==> src/rtl/i2c_req_arbiter.sv <==
// i2c_req_arbiter: shares one i2c_controller write port between two requesters.
// Latency: req sampled at edge N -> ack + latched bytes after N, i2c_start from N+1.
// Backpressure: requests wait until ack; no grant while synced ready is low; start held until accept/timeout.
//
// Ports: clk_in/reset (async, active-high); req[1:0] level requests with packed
//   req_dev/req_reg/req_data bytes ([7:0] = req0, [15:8] = req1); ack/done one-cycle
//   per-requester pulses, err valid with done (1 = timeout), busy from latch through done;
//   i2c_start/i2c_dev/i2c_reg/i2c_data to the controller, i2c_ready from its ready_out.
// Option: define I2C_ARB_FIXED_PRIO_EN for fixed priority (requester 0 always wins ties);
//   default is round-robin.
module i2c_req_arbiter #(
    parameter int TIMEOUT_CYCLES = 2048,
    parameter int CNT_W          = 12
) (
    input  logic        clk_in,
    input  logic        reset,
    input  logic [1:0]  req,
    input  logic [15:0] req_dev,
    input  logic [15:0] req_reg,
    input  logic [15:0] req_data,
    output logic [1:0]  ack,
    output logic [1:0]  done,
    output logic        err,
    output logic        busy,
    output logic        i2c_start,
    output logic [7:0]  i2c_dev,
    output logic [7:0]  i2c_reg,
    output logic [7:0]  i2c_data,
    input  logic        i2c_ready
);

    typedef enum logic [1:0] {
        IDLE  = 2'd0,
        START = 2'd1,
        BUSY  = 2'd2,
        DONE  = 2'd3
    } state_t;

    localparam logic [CNT_W-1:0] CNT_LAST = CNT_W'(TIMEOUT_CYCLES - 1);

    state_t           state_q;
    logic             rdy_meta_q;
    logic             rdy_s_q;
    logic [1:0]       ack_q;
    logic [1:0]       done_q;
    logic             err_q;
    logic             busy_q;
    logic             start_q;
    logic [7:0]       dev_q;
    logic [7:0]       reg_q;
    logic [7:0]       data_q;
    logic             win_q;
    logic             win_d;
    logic             to_q;
    logic [CNT_W-1:0] cnt_q;
`ifndef I2C_ARB_FIXED_PRIO_EN
    logic             last_q;
`endif

    // ready_out comes from the divided-clock domain.
    always_ff @(posedge clk_in or posedge reset) begin
        if (reset) begin
            rdy_meta_q <= 1'b0;
            rdy_s_q    <= 1'b0;
        end else begin
            rdy_meta_q <= i2c_ready;
            rdy_s_q    <= rdy_meta_q;
        end
    end

    // Winner select: a lone request always wins; a tie goes to the
    // requester not served last (or to requester 0 in fixed-priority mode).
    always_comb begin
        win_d = 1'b0;
        if (req == 2'b10) begin
            win_d = 1'b1;
        end else if (req == 2'b11) begin
`ifdef I2C_ARB_FIXED_PRIO_EN
            win_d = 1'b0;
`else
            win_d = ~last_q;
`endif
        end
    end

    always_ff @(posedge clk_in or posedge reset) begin
        if (reset) begin
            state_q <= IDLE;
            ack_q   <= 2'b00;
            done_q  <= 2'b00;
            err_q   <= 1'b0;
            busy_q  <= 1'b0;
            start_q <= 1'b0;
            dev_q   <= 8'h00;
            reg_q   <= 8'h00;
            data_q  <= 8'h00;
            win_q   <= 1'b0;
            to_q    <= 1'b0;
            cnt_q   <= '0;
`ifndef I2C_ARB_FIXED_PRIO_EN
            last_q  <= 1'b1;
`endif
        end else begin
            ack_q  <= 2'b00;
            done_q <= 2'b00;
            err_q  <= 1'b0;
            case (state_q)
                IDLE: begin
                    busy_q <= 1'b0;
                    if ((req != 2'b00) && rdy_s_q) begin
                        win_q   <= win_d;
                        ack_q   <= win_d ? 2'b10 : 2'b01;
                        dev_q   <= win_d ? req_dev[15:8]  : req_dev[7:0];
                        reg_q   <= win_d ? req_reg[15:8]  : req_reg[7:0];
                        data_q  <= win_d ? req_data[15:8] : req_data[7:0];
                        busy_q  <= 1'b1;
                        state_q <= START;
                    end
                end
                START: begin
                    // Ready falling only counts as acceptance once start is
                    // actually on the wire; the counter only runs while it is.
                    if (start_q && !rdy_s_q) begin
                        start_q <= 1'b0;
                        to_q    <= 1'b0;
                        state_q <= BUSY;
                    end else if (start_q && (cnt_q == CNT_LAST)) begin
                        start_q <= 1'b0;
                        to_q    <= 1'b1;
                        state_q <= DONE;
                    end else begin
                        start_q <= 1'b1;
                        if (start_q) begin
                            cnt_q <= cnt_q + CNT_W'(1);
                        end
                    end
                end
                BUSY: begin
                    if (rdy_s_q) begin
                        state_q <= DONE;
                    end
                end
                DONE: begin
                    done_q  <= win_q ? 2'b10 : 2'b01;
                    err_q   <= to_q;
                    cnt_q   <= '0;
`ifndef I2C_ARB_FIXED_PRIO_EN
                    last_q  <= win_q;
`endif
                    state_q <= IDLE;
                end
                default: state_q <= IDLE;
            endcase
        end
    end

    assign ack       = ack_q;
    assign done      = done_q;
    assign err       = err_q;
    assign busy      = busy_q;
    assign i2c_start = start_q;
    assign i2c_dev   = dev_q;
    assign i2c_reg   = reg_q;
    assign i2c_data  = data_q;

endmodule

==> config.mk <==
export PLATFORM = sky130hd
export DESIGN_NAME = i2c_req_arbiter
export DESIGN_NICKNAME = d
export VERILOG_FILES = /design/src/rtl/i2c_req_arbiter.sv
export SDC_FILE = /design/constraint.sdc
export NUM_CORES = 1
export LEC_CHECK = 0
export ABC_CLOCK_PERIOD_IN_PS = 1640
export CAP_MARGIN = 0
export CORE_UTILIZATION = 41
export DETAILED_ROUTE_END_ITERATION = 7
export PLACE_DENSITY = 0.78
export SYNTH_ARGS = -nofsm -noshare
export SYNTH_HDL_FRONTEND = slang
export SYNTH_SLANG_ARGS = --single-unit
==> constraint.sdc <==
create_clock -name clk_in -period 1.64 [get_ports clk_in]
set_input_delay 0.246 -clock clk_in [delete_from_list [all_inputs] [get_ports clk_in]]
set_output_delay 0.246 -clock clk_in [all_outputs]
set_load 0.02 [all_outputs]
==> impl_metrics.py <==
metrics = {
    "clock_tree": {
        "cts_tree": "done",
        "clock-sinks": 50,
        "cts_inserted_buffers": 5,
        "clkTransAtPathRegs_ns": 0.10,
        "cts_root_buf": "clkbuf_8",
        "clk_path_buf_depth": 2,
        "htree_num_levels": 2,
        "insertion_delay_ns": 0.32,
    },
    "timing": {
        "drv_slew": 0,
        "max_freq_mhz": 586.8,
        "period_share": 1.039,
        "clock_skew_ns": 0.01432,
        "setup_violations": 11,
        "worst_pin_slew_ns": 0.3321,
        "setup_ws_ns": -0.06404,
        "rsz0062_at_grt": "true",
        "min_period_ns": 1.704,
        "hold_violations": 0,
        "slew_headroom": 0.7784,
    },
    "yosys": {
        "ys_types": 43,
        "synth_nets": 302,
        "synth_area_um2": 2505,
        "yosysSeqAreaShare": 0.5000,
        "ys_warn_count": 0,
        "dominantRegCellSynth": "dfrtp_1",
        "syn_inst": 244,
        "synthArstFlopShare": 1.000,
        "synth_seq_cells": 50,
        "synth_area_per_cell_um2": 10.27,
        "synth-edff-count": 0,
    },
    "placed_design": {
        "place_inst": 425,
        "port_buffers": 83,
        "dpl-instance-area_um2": 3704,
        "place.gp.congestion": 0.8645,
        "dpl.hpwl_um": 4789,
    },
    "setup_path": {
        "critical_path.max_fanout": 8,
        "path_class": "reg2reg",
        "reg2reg_depth": 8,
        "critPathRequiredTime_ns": 1.89,
        "start_kind": "flop",
        "rr_startpoint": "state_q[1]",
        "r2r_setup_slack_ns": -0.06,
        "endpoint_kind": "flop",
        "cp.arrival_ns": 1.95,
        "r2r_end": "cnt_q[8]",
    },
    "global_routing": {
        "grt_usage": 0.2083,
        "grt_overflow_total": 0,
        "antenna_found_initial": 0,
        "grt_pass1_wl_um": 10160,
        "grt_max_degree": 53,
        "grt_pass1_vias": 2200,
    },
    "drt": {
        "drt_pass1_iterations": 6,
        "antenna_left": 0,
        "routedWlPerCell_um": 16.67,
        "drc": 1,
        "viasPerCell": 5.479,
        "drt-initial-drc-count": 192,
        "routed_wl_um": 7383,
        "via_count": 2427,
    },
    "floorplanning": {
        "die_x_um": 80.17,
        "die_area_um2": 6426,
        "core_area_um2": 5921,
        "start_util": 0.4231,
        "num_rows": 28,
        "ios": 84,
        "die_y_um": 80.17,
    },
    "finish": {
        "layout-drive-gt1-share": 0.2554,
        "fin_area_um2": 4069,
        "largest_reg_flops": 12,
        "nNetsFinal": 425,
        "layout_common_cells": "clkdlybuf4s50_1, dfrtp_1, buf_4",
        "diodes": 0,
        "area_delta_synth_final_pct": 62.44,
        "fillers": 440,
        "utilization": 0.6872,
        "layout_commonest_cell": "clkdlybuf4s50_1",
        "regMostFlops": "cnt_q",
        "layout.cells.non_filler": 443,
    },
    "run_status": {
        "status": "complete, but fails checks",
        "violations": "design-rule violations, negative setup slack",
    },
    "hold_path": {
        "worstHoldPathType": "in2async",
    },
    "pwr": {
        "p_sw_mw": 2.151,
        "pwr-share-seq": 0.326,
        "p_sw_frac": 0.3719,
        "pwr-share-clk": 0.162,
        "comb_power_share": 0.512,
        "power_density_nw_per_um2": 1421,
        "p_int_mw": 3.633,
        "p_leak_nw": 1.924,
        "ir_drop_uv": 906.4,
    },
    "run": {
        "maxCapViolations": 0,
    },
}
power by group through the flow:
stage          logic [mW]  clock network, mW  registers [mW]
6_report             2.96              0.936            1.88
5_1_grt              3.17              0.996            1.93
4_1_cts              2.70              0.951            1.88
3_5_place_dp         2.64                  0            1.88
3_3_place_gp         2.55                  0            1.87
2_1_floorplan       0.908                  0            2.26
cells by family (layout without fill, tap and decap cells):
kind of cell	after synthesis	in the layout	share of synthesized area
compound gates	58	59	0.1653
mux	26	26	0.1044
flops	50	50	0.5000
buf+inv	21	144	0.03747
simple gates	84	84	0.1678
fa+ha+maj	5	5	0.02498
final cells by class:
type                            count  area [um^2]  share of cell area
Timing Repair Buffer              129         1236              0.3038
Tap cell                           75        93.84             0.02306
Inverter                            7        26.28            0.006458
Clock inverter                      2        38.79            0.009533
Clock buffer                        6        82.58             0.02030
Sequential cell                    50         1256              0.3087
Multi-Input combinational cell    174         1335              0.3281
timing repair:
action	4_1_cts	5_1_grt
hold buffers	0	0
resized for setup	10	31
pin swaps	3	13
setup endpoints to repair	7	25
cloned	1	3
buffers inserted	2	5
how the worst max path moves through the flow:
stage	depth (start not counted)	slack [ns]	startpoint	to
finish	8	-0.06	state_q[1]	cnt_q[8]
global route	8	-0.18	state_q[1]	cnt_q[1]
CTS	6	-0.01	state_q[1]	cnt_q[11]
detailed placement	6	-0.07	state_q[1]	cnt_q[11]
global placement	5	-0.004	cnt_q[0]	cnt_q[11]
floorplan	7	-0.09	state_q[1]	cnt_q[11]
worst max-delay path, stage by stage (launching register included):
cell	delay, ns
dfrtp_1	0.39
inv_2	0.08
ha_4	0.15
buf_6	0.12
nand4b_1	0.17
o41ai_4	0.37
buf_4	0.22
nand2_2	0.07
nand3_2	0.07
stage by stage:
step | power (mW) | worst slack [ns] | TNS, ns | hold slack, ns
finish | 5.784 | -0.06404 | -0.3340 | 0.2997
global route | 6.102 | -0.1754 | -1.449 | 0.3298
CTS | 5.532 | -0.01485 | -0.01485 | 0.3063
detailed placement | 4.524 | -0.06574 | -0.4185 | 0.3484
global placement | 4.421 | -0.004267 | -0.004267 | 0.3379
floorplan | 3.170 | -0.08799 | -0.1853 | 0.2774
synthesized netlist by cell type (all sizes together) (2+ instances only):
cell    count  share of area
and2        3         0.0075
nor2b       2         0.0050
nand4       3         0.0075
buf         7          0.016
o41ai       2          0.014
ha          5          0.025
a21o        2         0.0060
mux2i      25           0.10
or4         5          0.015
dfrtp      49           0.49
nand4b      2         0.0070
nand2      38          0.057
and3        4          0.010
nor4        4          0.012
inv         7          0.010
a211o       3          0.010
o311ai      2         0.0070
nand3      15          0.030
clkbuf      7          0.010
o211ai      6          0.018
o21ai      29          0.058
nor2        6         0.0090
o211a       2         0.0080
metal layers:
layer	vias to the layer above	GRT usage	wire length, um
li1	1137	-	-
met1	1190	0.2514	2974
met2	82	0.3769	3977
met3	18	0.03068	241
met4	0	0.06964	191
met5	-	0	0
No activity file was read; power rests on OpenSTA's default activity.
